--- src/rtl/alu_op_sequencer.sv ---
// ============================================================================
//  Module      : alu_op_sequencer
//  Description : Issue/sequencing controller for the integer ALU operation set.
//                Accepts one operation at a time. Logic and add operations take
//                one cycle. MUL and DIV iterate one bit per cycle. The result
//                and its flags are held until the consumer accepts them.
//  Revision    : 1.0 - initial release
// ============================================================================
`default_nettype none

module alu_op_sequencer #(
    parameter int WIDTH = 32
) (
    input  logic             clk,
    input  logic             rst_n,
    input  logic             req_valid,
    output logic             req_ready,
    input  logic [WIDTH-1:0] req_a,
    input  logic [WIDTH-1:0] req_b,
    input  logic [1:0]       req_type,
    input  logic [3:0]       req_op,
    output logic             rsp_valid,
    input  logic             rsp_ready,
    output logic [WIDTH-1:0] rsp_result,
    output logic             rsp_negative,
    output logic             rsp_zero,
    output logic             rsp_div_by_zero,
    output logic             busy
);

    localparam int               CNT_W      = $clog2(WIDTH + 1);
    localparam logic [CNT_W-1:0] C_CNT_LAST = CNT_W'(WIDTH - 1);

    localparam logic [3:0] C_OP_ADD = 4'b0000;
    localparam logic [3:0] C_OP_SUB = 4'b0001;
    localparam logic [3:0] C_OP_MUL = 4'b0010;
    localparam logic [3:0] C_OP_DIV = 4'b0011;
    localparam logic [3:0] C_OP_AND = 4'b0100;
    localparam logic [3:0] C_OP_OR  = 4'b0101;
    localparam logic [3:0] C_OP_XOR = 4'b0110;
    localparam logic [3:0] C_OP_NEG = 4'b0111;
    localparam logic [3:0] C_OP_MOV = 4'b1000;

    typedef enum logic [2:0] {
        S_IDLE = 3'd0,
        S_MUL  = 3'd1,
        S_DIV  = 3'd2,
        S_FIX  = 3'd3,
        S_RESP = 3'd4
    } state_t;

    state_t           state_q,    state_d;
    logic [WIDTH-1:0] opa_q,      opa_d;
    logic [WIDTH-1:0] opb_q,      opb_d;
    logic [WIDTH-1:0] acc_q,      acc_d;
    logic [CNT_W-1:0] cnt_q,      cnt_d;
    logic             sign_q,     sign_d;
    logic             is_div_q,   is_div_d;
    logic [WIDTH-1:0] result_q,   result_d;
    logic             negative_q, negative_d;
    logic             zero_q,     zero_d;
    logic             dbz_q,      dbz_d;

    logic             w_dp;
    logic             w_b_zero;
    logic [WIDTH-1:0] w_a_mag;
    logic [WIDTH-1:0] w_b_mag;
    logic [WIDTH-1:0] w_alu_result;
    logic [WIDTH:0]   w_rem_shift;
    logic [WIDTH:0]   w_rem_sub;
    logic [WIDTH-1:0] w_fix_mag;
    logic             w_load;

    assign w_dp     = (req_type == 2'b00);
    assign w_b_zero = (req_b == '0);
    assign w_a_mag  = req_a[WIDTH-1] ? -req_a : req_a;
    assign w_b_mag  = req_b[WIDTH-1] ? -req_b : req_b;

    // DIV only reaches this table when B is zero, hence the all-ones result.
    always_comb begin
        w_alu_result = '0;
        if (!w_dp) begin
            w_alu_result = req_b;
        end else begin
            case (req_op)
                C_OP_ADD: w_alu_result = req_a + req_b;
                C_OP_SUB: w_alu_result = req_a - req_b;
                C_OP_DIV: w_alu_result = '1;
                C_OP_AND: w_alu_result = req_a & req_b;
                C_OP_OR:  w_alu_result = req_a | req_b;
                C_OP_XOR: w_alu_result = req_a ^ req_b;
                C_OP_NEG: w_alu_result = -req_a;
                C_OP_MOV: w_alu_result = req_b;
                default:  w_alu_result = '0;
            endcase
        end
    end

    assign w_rem_shift = {acc_q, opa_q[WIDTH-1]};
    assign w_rem_sub   = w_rem_shift - {1'b0, opb_q};
    assign w_fix_mag   = is_div_q ? opa_q : acc_q;

    always_comb begin
        state_d  = state_q;
        opa_d    = opa_q;
        opb_d    = opb_q;
        acc_d    = acc_q;
        cnt_d    = cnt_q;
        sign_d   = sign_q;
        is_div_d = is_div_q;
        result_d = result_q;
        dbz_d    = dbz_q;
        w_load   = 1'b0;

        case (state_q)
            S_IDLE: begin
                if (req_valid) begin
                    opa_d    = w_a_mag;
                    opb_d    = w_b_mag;
                    acc_d    = '0;
                    cnt_d    = '0;
                    sign_d   = req_a[WIDTH-1] ^ req_b[WIDTH-1];
                    is_div_d = (req_op == C_OP_DIV);
                    if (w_dp && req_op == C_OP_MUL) begin
                        state_d = S_MUL;
                    end else if (w_dp && req_op == C_OP_DIV && !w_b_zero) begin
                        state_d = S_DIV;
                    end else begin
                        result_d = w_alu_result;
                        dbz_d    = w_dp && (req_op == C_OP_DIV);
                        w_load   = 1'b1;
                        state_d  = S_RESP;
                    end
                end
            end
            // Shift-add: opa is the shifting multiplicand, opb the multiplier.
            S_MUL: begin
                if (opb_q[0]) begin
                    acc_d = acc_q + opa_q;
                end
                opa_d = opa_q << 1;
                opb_d = opb_q >> 1;
                cnt_d = cnt_q + CNT_W'(1);
                if (cnt_q == C_CNT_LAST) begin
                    state_d = S_FIX;
                end
            end
            // Restoring divide: acc is the remainder, opa shifts dividend out and quotient in.
            S_DIV: begin
                if (!w_rem_sub[WIDTH]) begin
                    acc_d = w_rem_sub[WIDTH-1:0];
                    opa_d = {opa_q[WIDTH-2:0], 1'b1};
                end else begin
                    acc_d = w_rem_shift[WIDTH-1:0];
                    opa_d = {opa_q[WIDTH-2:0], 1'b0};
                end
                cnt_d = cnt_q + CNT_W'(1);
                if (cnt_q == C_CNT_LAST) begin
                    state_d = S_FIX;
                end
            end
            S_FIX: begin
                result_d = sign_q ? -w_fix_mag : w_fix_mag;
                dbz_d    = 1'b0;
                w_load   = 1'b1;
                state_d  = S_RESP;
            end
            S_RESP: begin
                if (rsp_ready) begin
                    state_d = S_IDLE;
                end
            end
            default: state_d = S_IDLE;
        endcase

        negative_d = w_load ? result_d[WIDTH-1] : negative_q;
        zero_d     = w_load ? (result_d == '0)  : zero_q;
    end

    always_ff @(posedge clk or negedge rst_n) begin
        if (!rst_n) begin
            state_q    <= S_IDLE;
            opa_q      <= '0;
            opb_q      <= '0;
            acc_q      <= '0;
            cnt_q      <= '0;
            sign_q     <= 1'b0;
            is_div_q   <= 1'b0;
            result_q   <= '0;
            negative_q <= 1'b0;
            zero_q     <= 1'b0;
            dbz_q      <= 1'b0;
        end else begin
            state_q    <= state_d;
            opa_q      <= opa_d;
            opb_q      <= opb_d;
            acc_q      <= acc_d;
            cnt_q      <= cnt_d;
            sign_q     <= sign_d;
            is_div_q   <= is_div_d;
            result_q   <= result_d;
            negative_q <= negative_d;
            zero_q     <= zero_d;
            dbz_q      <= dbz_d;
        end
    end

    assign req_ready       = (state_q == S_IDLE);
    assign busy            = (state_q != S_IDLE);
    assign rsp_valid       = (state_q == S_RESP);
    assign rsp_result      = result_q;
    assign rsp_negative    = negative_q;
    assign rsp_zero        = zero_q;
    assign rsp_div_by_zero = dbz_q;

endmodule

`default_nettype wire

--- config.mk ---
export PLATFORM = sky130hd
export DESIGN_NAME = alu_op_sequencer
export DESIGN_NICKNAME = d
export VERILOG_FILES = /design/src/rtl/alu_op_sequencer.sv
export SDC_FILE = /design/constraint.sdc
export NUM_CORES = 1
export LEC_CHECK = 0
export ABC_AREA = 1
export CORE_MARGIN = 4
export CORE_UTILIZATION = 46
export CTS_BUF_LIST = sky130_fd_sc_hd__clkbuf_8
export CTS_CLUSTER_SIZE = 20
export DETAILED_ROUTE_END_ITERATION = 6
export PLACE_DENSITY = 0.72
export SETUP_SLACK_MARGIN = 0.02
export SLEW_MARGIN = 15
export SYNTH_ARGS = -nofsm -noshare
export SYNTH_HDL_FRONTEND = slang
export SYNTH_SLANG_ARGS = --single-unit
--- constraint.sdc ---
create_clock -name clk -period 3.7 [get_ports clk]
set_input_delay 0.37 -clock clk [delete_from_list [all_inputs] [get_ports clk]]
set_output_delay 0.37 -clock clk [all_outputs]
set_load 0.1 [all_outputs]
-- Word level (Yosys, flattened, before mapping)
Index checks and enable logic that the tools add are counted.
- latch bits: 0
- bits in writable memories: 0
- bits in read-only memories: 0
- register bits after elaboration: 142
- memories kept: 0
- bitwise gates (word level): 4
- $mul: 0
- equal/unequal tests: 19
- $lt $le $gt $ge: 0
- $add $sub $neg: 8
- muxes and demuxes: 35
- divide/modulo/power cells: 0
- shifts and indexed selects: 0
- reductions and logical operators: 22
- operators with widths (operator ; number):
    $mux 32 ; 13
    $pmux 32 s8 ; 1
    $pmux 32 s3 ; 2
    $pmux 32 s2 ; 2
    $neg 32->32 ; 3
    $add 32x32->32 ; 2
    $logic_not 32->1 ; 2
    $sub 33x32->33 ; 1
    $and 32x32->32 ; 1
    $or 32x32->32 ; 1
    $sub 32x32->32 ; 1
    $xor 32x32->32 ; 1
    $eq 4x3->1 const B ; 4
    $mux 3 ; 5
    $pmux 3 s4 ; 1
    $pmux 6 s2 ; 1
    $eq 4x2->1 const B ; 2
    $ne 2x2->1 const B ; 4
    $reduce_and 2->1 ; 4
    $mux 1 ; 7
    $add 6x1->6 const B ; 1
    $eq 3x2->1 const B ; 2
    $eq 6x5->1 const B ; 1
    $mux 6 ; 1
    17 further kinds ; 25

-- Logic depth before layout (Yosys ltp)
Gate-level depths: netlist of the first run.
- depth in word-level cells: 8
- gate-level depth with buffers: 32
- depth with buffers taken out: 32

-- Least setup slack after synthesis of the first run
OpenSTA, ideal clock, no wires.
- path type: input-to-reg
- start: input req_b[1]
- end: register negative_q, in the netlist rsp_negative
- library setup time: 126 ps
- arrival: 3557 ps
- path slack: 17 ps
- stages on the path: 27
- cell sequence: inv_1 ha_1 nand3_4 nor2_2 nand4_1 nor2_1 nand2_1 nor2_2 nand3_1 nor2_2 nand3_1 xor2_1 nand2_1 o21ai_0 ha_1 inv_1 nor3_1 inv_1 o21bai_1 nor2_1 nand2_1 nand2_1 nand3_1 nand3_1 nand2_1 nand2_1 mux2_2
- longest elaborated chain between the ends: 7
- RTL lines (what ; line ; text):
    start: declaration ; 19 ; input logic [WIDTH-1:0] req_b,
    $sub 32x32->32, or another cell as far along ; 87 ; C_OP_SUB: w_alu_result = req_a - req_b;
    $pmux 32 s8 / $logic_not 1->1 (equally long branches) ; 85, 126 ;
    $mux 32 / $logic_and 1x1->1 (equally long branches) ; 82, 126 ;
    $mux 32 (*) ; 126 ; end else if (w_dp && req_op == C_OP_DIV && !w_b_zero) begin
    $mux 32 (*) ; 124 ; if (w_dp && req_op == C_OP_MUL) begin
    $mux 32 (*) ; 117 ; if (req_valid) begin
    $pmux 32 s2 (*) ; 115 ; case (state_q)
    net result_d[31] ; 59 ; logic [WIDTH-1:0] result_q, result_d;
    end signal: assignment ; 202 ; negative_q <= negative_d;
    end: declaration ; 60 ; logic negative_q, negative_d;
Mark *: on every way through the listed nets, which the timed path passes. The rest lies on a longest branch.
A chain may end at the register's enable or synchronous reset.

-- Worst setup path in the final report of the first run
- start: input req_b[12]
- end: register zero_q, in the netlist rsp_zero
- longest elaborated chain between the ends: 8
- RTL lines (what ; line ; text):
    $sub 32x32->32, or another cell as far along ; 87 ;
    $pmux 32 s8 / $logic_not 1->1 (equally long branches) ; 85, 126 ;
    $mux 32 / $logic_and 1x1->1 (equally long branches) ; 82, 126 ;
    $mux 32 (*) ; 126 ;
    $mux 32 (*) ; 124 ;
    $mux 32 (*) ; 117 ;
    $pmux 32 s2 (*) ; 115 ;
    net result_d[20] ; 59 ;
    $logic_not 32->1 (*) ; 177 ; zero_d = w_load ? (result_d == '0) : zero_q;
    end signal: assignment ; 203 ; zero_q <= zero_d;
    end: declaration ; 61 ; logic zero_q, zero_d;
Marks and branches as above.

==> flow_summary.yaml, run 1 <==
power:
  p_int_mw: 7.69
  p_clk_share_pct: 6.6
  p_leak_nw: 13.2
  ir_worst_vdd_v: 0.000724
  power.share.sequential_pct: 15.2
  power.switching_mw: 12.4
  switching_share_pct: 61.8
  p_comb_share_pct: 78.2
  p_per_area_mw_per_mm2: 798
critical_path:
  slowest_stage: "clkdlybuf4s50_1"
  arrival_ns: 3.99
  endpoint_kind: "flip-flop"
  r2r_setup_slack_ns: 0.33
  worstPathRequired_ns: 4.16
  critPathLaunch: "req_b[12]"
  crit_fanout: 5
  cp_cell_sequence: "clkdlybuf4s50_1, buf_4, nor3_4, nand4_4, o21ai_1, a31oi_4, ha_4, nand2_2, nor2_4, and2_4, nand3b_1, nand3_1, nand2_1, nand3_2, nand3_2, nand2_2, nand4_1, nor2_1, nand2_1, nor2_1, nand3_1, nand2_1"
  reg2reg_to: "acc_q[30]$_DFFE_PN0P_"
  crit_buf_inv: 2
  r2r.worst_path.cells: 18
  reg2reg_from: "opa_q[31]$_DFFE_PN0P_"
  cpLargestDelayFamily: "simple AND/OR/NAND/NOR gates"
  path_class: "primary input to flip-flop"
  slowest_delay_ns: 0.50
  worst_path_most_repeated_cell: "nand2_1"
  start_kind: "primary input"
cts:
  cts_buffers: 17
  cts_tree: "done"
  clock_sink_count: 142
  h-tree-depth: 4
  cts.path.max_buffers: 2
  cts_root_buffer: "clkbuf_8"
  path_clk_slew_ns: 0.10
  insertion_delay_ns: 0.52
placement:
  place_hpwl_um: 72900
  placed_cells: 4388
  dpl-instance-area_sq_mm: 0.0240
  place.gp.congestion: 1.07
  dp_slack_ns: -0.930
  io_buffers: 111
routing:
  via_count: 25300
  wire_per_inst_um: 20.1
  post-route-drc-count: 8
  first_pass_iters: 7
  ant_nets: 0
  drt_iter0_drc: 2649
  wl_met1_um: 35900
  dr_wl_met2_um: 39100
  routed.top_layer: "met4"
  drt_wl_total_um: 89500
  dr_wl_met3_um: 8870
  via_per_inst: 5.68
floorplanning:
  start_util_pct: 46.7
  die_w_um: 217
  dieArea_sq_mm: 0.0473
  rows: 76
  die_height_um: 217
  core_area_sq_mm: 0.0432
  io_pins: 112
sta:
  max_slew.worst_pin.slew_ns: 1.11
  fin_crit_ns: 3.52
  fin_crit_sh_pct: 95.2
  skew_ns: 0.0178
  setup_viol: 0
  max-slew-margin-rel_pct: 25.8
  slew_violations: 0
  grt_setup_unrepaired: "yes"
  hold_viol_final: 0
  worst_slack_ns: 0.178
  max_freq_mhz: 284
finish:
  finalNonFillerCells: 4446
  postLayoutCoreUtil_pct: 58.4
  final_area_sq_mm: 0.0252
  area_growth_pct: 25.0
  nets: 4089
  drive_gt1_share_pct: 16.0
  antenna_cells: 0
grt:
  grt_max_degree: 75
  grt_use_total_pct: 36.6
  grt_pass1_wl_um: 135000
  overflow: 0
  grt_pass1_vias: 23300
  antenna_found_initial: 1
synthesis:
  synth_area_sq_mm: 0.0202
  avgSynthCellArea_sq_um: 5.78
  netlist_instances: 3489
  yosysMostFrequentCell: "nand2_1"
  yosys.area.top_type_share_pct: 19.4
  yosys_register_bits: 142
  synth.distinct_cells: 58
  yosysTopAreaCell: "nand2_1"
  synth-edff-count: 0
  yosys_warnings: 0
  synth_fp_nets: 3730
  synthArstFlopShare_pct: 100
  ys_top_cells_by_area: "nand2_1, dfrtp_1, ha_1"
  synthTopCellsByCount: "nand2_1, inv_1, nor2_1"
  seq_area_frac_synth_pct: 17.6
  synthFlopType: "dfrtp_1"
outcome:
  status: "finished with violations"
  violations: "DRC"
run:
  maxCapViolations: 0
min_path:
  hold_path.class: "primary input to async pin"
==> cells in the final DEF, fill, tap and decap left out, types with 13 or more instances in the layout <==
| cell | Yosys | routed |
|---|---|---|
| a211oi_1 | 27 | 27 |
| a21oi_1 | 219 | 202 |
| a21oi_2 | 1 | 15 |
| a22oi_1 | 19 | 19 |
| buf_4 | 4 | 333 |
| clkbuf_8 | 0 | 17 |
| clkdlybuf4s50_1 | 0 | 98 |
| dfrtp_1 | 142 | 141 |
| ha_1 | 164 | 157 |
| inv_1 | 454 | 444 |
| inv_2 | 10 | 19 |
| nand2_1 | 1045 | 1010 |
| nand2_2 | 21 | 50 |
| nand3_1 | 263 | 237 |
| nand3_2 | 3 | 29 |
| nand3b_1 | 28 | 28 |
| nand4_1 | 38 | 38 |
| nor2_1 | 374 | 343 |
| nor2_2 | 21 | 38 |
| nor2_4 | 7 | 21 |
| nor3_1 | 47 | 39 |
| o211ai_1 | 23 | 23 |
| o21ai_0 | 251 | 239 |
| o21ai_1 | 11 | 21 |
| o21bai_1 | 14 | 13 |
| o221ai_1 | 13 | 13 |
| o22ai_1 | 23 | 23 |
| xor2_1 | 35 | 30 |
==> how the worst max path moves through the flow <==
stage                          endpoint  slack, ns  cells after the start
6_report           rsp_zero$_DFFE_PN0P_       0.18                     22
5_1_grt            rsp_zero$_DFFE_PN0P_      -0.02                     30
4_1_cts            rsp_zero$_DFFE_PN0P_       0.02                     27
3_5_place_dp       rsp_zero$_DFFE_PN0P_      -0.93                     28
3_3_place_gp       rsp_zero$_DFFE_PN0P_      -0.89                     25
2_1_floorplan  rsp_negative$_DFFE_PN0P_       0.04                     27
==> power groups by stage <==
stage	registers (mW)	clock network, mW	logic (mW)
global placement	3.03	0	15.0
floorplan	3.90	0	9.51
global route	3.12	1.38	17.3
CTS	3.02	1.32	15.3
finish	3.06	1.32	15.8
detailed placement	3.05	0	15.1
==> routing by layer <==
layer / GRT usage, % / vias to the layer above
met1: 47.7 / 11500
met2: 57.5 / 1343
met3: 7.18 / 264
met4: 19.6 / 0
met5: 0 / -
li1: - / 12200
==> layout make-up <==
class | instances | area, sq um
clock buffer | 17 | 234
clock inverter | 15 | 164
fill | 4417 | 17900
inverter | 469 | 1760
multi-input combinational | 2765 | 15000
sequential | 142 | 3550
tap | 585 | 732
timing repair buffer | 453 | 3770
==> state kept, by name, indices dropped and copies added (netlist names) <==
signal,flops
acc_q,32
sign_q,1
rsp_div_by_zero,1
opa_q,32
rsp_zero,1
is_div_q,1
rsp_result,32
rsp_negative,1
state_q,3
opb_q,32
cnt_q,6
==> cells by family after synthesis <==
logic type      after synthesis  share of synthesized area, %
fa+ha+maj                   167                          10.5
flops                       142                          17.6
mux                           1                        0.0558
buf+inv                     582                          11.3
xor+xnor                     47                          2.04
compound gates              673                          19.1
simple gates               1877                          39.4
==> per-stage QoR <==
stage | total power, mW | hold slack [ns] | TNS (ns)
after global routing | 21.8 | 0.433 | -0.0151
after CTS | 19.6 | 0.434 | 0
after global placement | 18.0 | 0.412 | -8.37
final | 20.1 | 0.404 | 0
after floorplan | 13.4 | 0.0744 | 0
after detailed placement | 18.2 | 0.413 | -9.98
==> timing repair <==
item,CTS,global route
hold buffers,1,0
pin swaps,46,83
setup buffers,16,9
hold endpoints to repair,68,0
endpoints found under the setup margin,6,12
resized for setup,85,117
No activity file was read; power rests on OpenSTA's default activity.
==> run 2, diff against run 1 <==
--- a/config.mk
+++ b/config.mk
@@ -6,12 +6,11 @@
 export NUM_CORES = 1
 export LEC_CHECK = 0
 export ABC_AREA = 1
-export CORE_MARGIN = 4
 export CORE_UTILIZATION = 46
 export CTS_BUF_LIST = sky130_fd_sc_hd__clkbuf_8
 export CTS_CLUSTER_SIZE = 20
 export DETAILED_ROUTE_END_ITERATION = 6
-export PLACE_DENSITY = 0.72
+export PLACE_DENSITY = 0.64
 export SETUP_SLACK_MARGIN = 0.02
 export SLEW_MARGIN = 15
 export SYNTH_ARGS = -nofsm -noshare
==> constraint.sdc (replaced) <==
create_clock -name clk -period 3.7 [get_ports clk]
set_input_delay 0.74 -clock clk [delete_from_list [all_inputs] [get_ports clk]]
set_output_delay 0.74 -clock clk [all_outputs]
set_load 0.1 [all_outputs]
==> run 2 against run 1 <==
  * The flow finishes with violations (setup timing)
  * Die area shrank 5.4%
  * Power grew 4.2%
  * Global-route usage grew 8.5 points
  * Flip-flop and latch count is the same
  * Clock-buffer cell count grew 2
  * First-iteration DRC count grew 43%
  * Sequential share of layout area shrank 0.72 points
  * Worst hold slack lost 0.19 ns
  * Critical path type unchanged
  * Highest routed layer is now met5
==> flow_summary.yaml, run 2 (synthesized netlist as in run 1, its figures left out) <==
sta:
  hold_slack_ns: 0.216
  fin_crit_ns: 3.92
  setup_viol: 5
  hold_viol_final: 0
  max-slew-margin-rel_pct: 25.8
  grt_setup_unrepaired: "yes"
  max_freq_mhz: 255
  skew_ns: 0.0215
  max_slew.worst_pin.slew_ns: 1.11
  slew_violations: 0
  worst_slack_ns: -0.219
  fin_crit_sh_pct: 106
critical_path:
  slowest_stage: "clkdlybuf4s50_1"
  path_class: "primary input to flip-flop"
  arrival_ns: 4.41
  crit_fanout: 8
  start_kind: "primary input"
  worst_path_most_repeated_cell: "nand2_1"
  worstPathRequired_ns: 4.19
  endpoint_kind: "flip-flop"
  r2r.worst_path.cells: 19
  slowest_delay_ns: 0.44
outcome:
  status: "finished with violations"
  violations: "setup timing"
finish:
  multiInputGateArea_sq_mm: 0.0152
  area_growth_pct: 31.8
  final_cell_mix: "nand2_1, buf_4, inv_1"
  nets: 4230
  regArea_sq_mm: 0.00355
  drive_gt1_share_pct: 19.6
  num-fill-cells: 4251
  layout_commonest_cell: "nand2_1"
placement:
  io_buffers: 111
  place.gp.congestion: 1.13
  place_hpwl_um: 83100
power:
  p_leak_nw: 13.9
  fin_total_pwr_mw: 21.0
  p_per_area_mw_per_mm2: 789
  ir_worst_vdd_v: 0.000795
cts:
  cts_root_buffer: "clkbuf_8"
  cts_buffers: 17
  insertion_delay_ns: 0.56
  cts_tree: "done"
  hold_buffers: 0
  h-tree-depth: 4
  clock_sink_count: 142
  path_clk_slew_ns: 0.11
  cts.path.max_buffers: 2
floorplanning:
  core_area_sq_mm: 0.0432
  rows: 76
  die_height_um: 211
  die_w_um: 211
  io_pins: 112
  dieArea_sq_mm: 0.0447
  start_util_pct: 46.7
grt:
  grt_use_total_pct: 45.2
  antenna_found_initial: 7
  overflow: 0
  grt_pass1_vias: 24800
  grt_max_degree: 84
  grt_pass1_wl_um: 150000
run:
  maxCapViolations: 0
routing:
  drt_wl_total_um: 102000
  post-route-drc-count: 0
  via_count: 26800
  ant_nets: 0
  drt_iter0_drc: 3780
  first_pass_iters: 6
  wire_per_inst_um: 22.2
  via_per_inst: 5.83
min_path:
  hold_path.class: "primary input to async pin"
-- run 2: cell types whose count changed in the layout (fill, tap and decap cells not counted), moves of 9 or more --
cell	previous run	this run
buf_4	333	469
nand2_1	1010	994
nor2_4	21	30
nand3_2	29	20
nand2_2	50	63
nor2_2	38	25
-- run 2: cell type report --
class / instances / share of cell area, %
Inverter: 469 / 6.67
Timing Repair Buffer: 594 / 18.6
Clock buffer: 19 / 0.983
Antenna cell: 4 / 0.0376
Tap cell: 585 / 2.75
Clock inverter: 13 / 0.546
Multi-Input combinational cell: 2765 / 57.0
Sequential cell: 142 / 13.4
-- run 2: where the power goes --
group	switching [mW]	internal, mW	total, mW
logic	11.4	5.18	16.6
registers	0.789	2.23	3.02
clock network	0.780	0.594	1.37
-- run 2: through the flow --
stage               std cells  area [sq um]  util, %  worst slack, ns  TNS, ns
floorplan                3489         20200        -           -0.105   -0.172
global placement         4511         25000     58.0            -1.42   -22.88
detailed placement       4511         25000     58.0            -1.38   -24.46
CTS                      4562         25900     60.0          -0.0961   -0.183
global route             4590         26600     61.6           -0.444    -2.15
finish                   4591         26600     61.6           -0.219   -0.615
-- run 2: path summary, 6_finish.rpt --
path	from	to	slack [ns]
setup / recovery	req_op[2]	rsp_zero$_DFFE_PN0P_	-0.22
max in group asynchronous	rst_n	opa_q[0]$_DFFE_PN0P_	2.64
min in group clk	rsp_zero$_DFFE_PN0P_	rsp_zero$_DFFE_PN0P_	0.50
hold reg to reg	rsp_zero$_DFFE_PN0P_	rsp_zero$_DFFE_PN0P_	0.50
hold / removal	rst_n	acc_q[30]$_DFFE_PN0P_	0.22
setup reg to reg	opa_q[31]$_DFFE_PN0P_	acc_q[14]$_DFFE_PN0P_	0.36
-- run 2: routing by layer --
layer  global-route usage [%]  wire, um
met5                        0        26
met4                     30.3      8030
met3                     12.0     11100
met2                     68.5     43100
met1                     56.0     39600
-- run 2: critical path: cells and delay by family --
kind | cells | cell delay, ns
simple gates | 19 | 2.24
buf+inv | 3 | 0.76
compound gates | 2 | 0.35
fa+ha+maj | 1 | 0.32
-- run 2: timing repair --
item / CTS / global route
pin swaps: 51 / 79
setup endpoints to repair: 23 / 18
cloned: 1 / 1
resized for setup: 117 / 140
setup buffers: 19 / 24
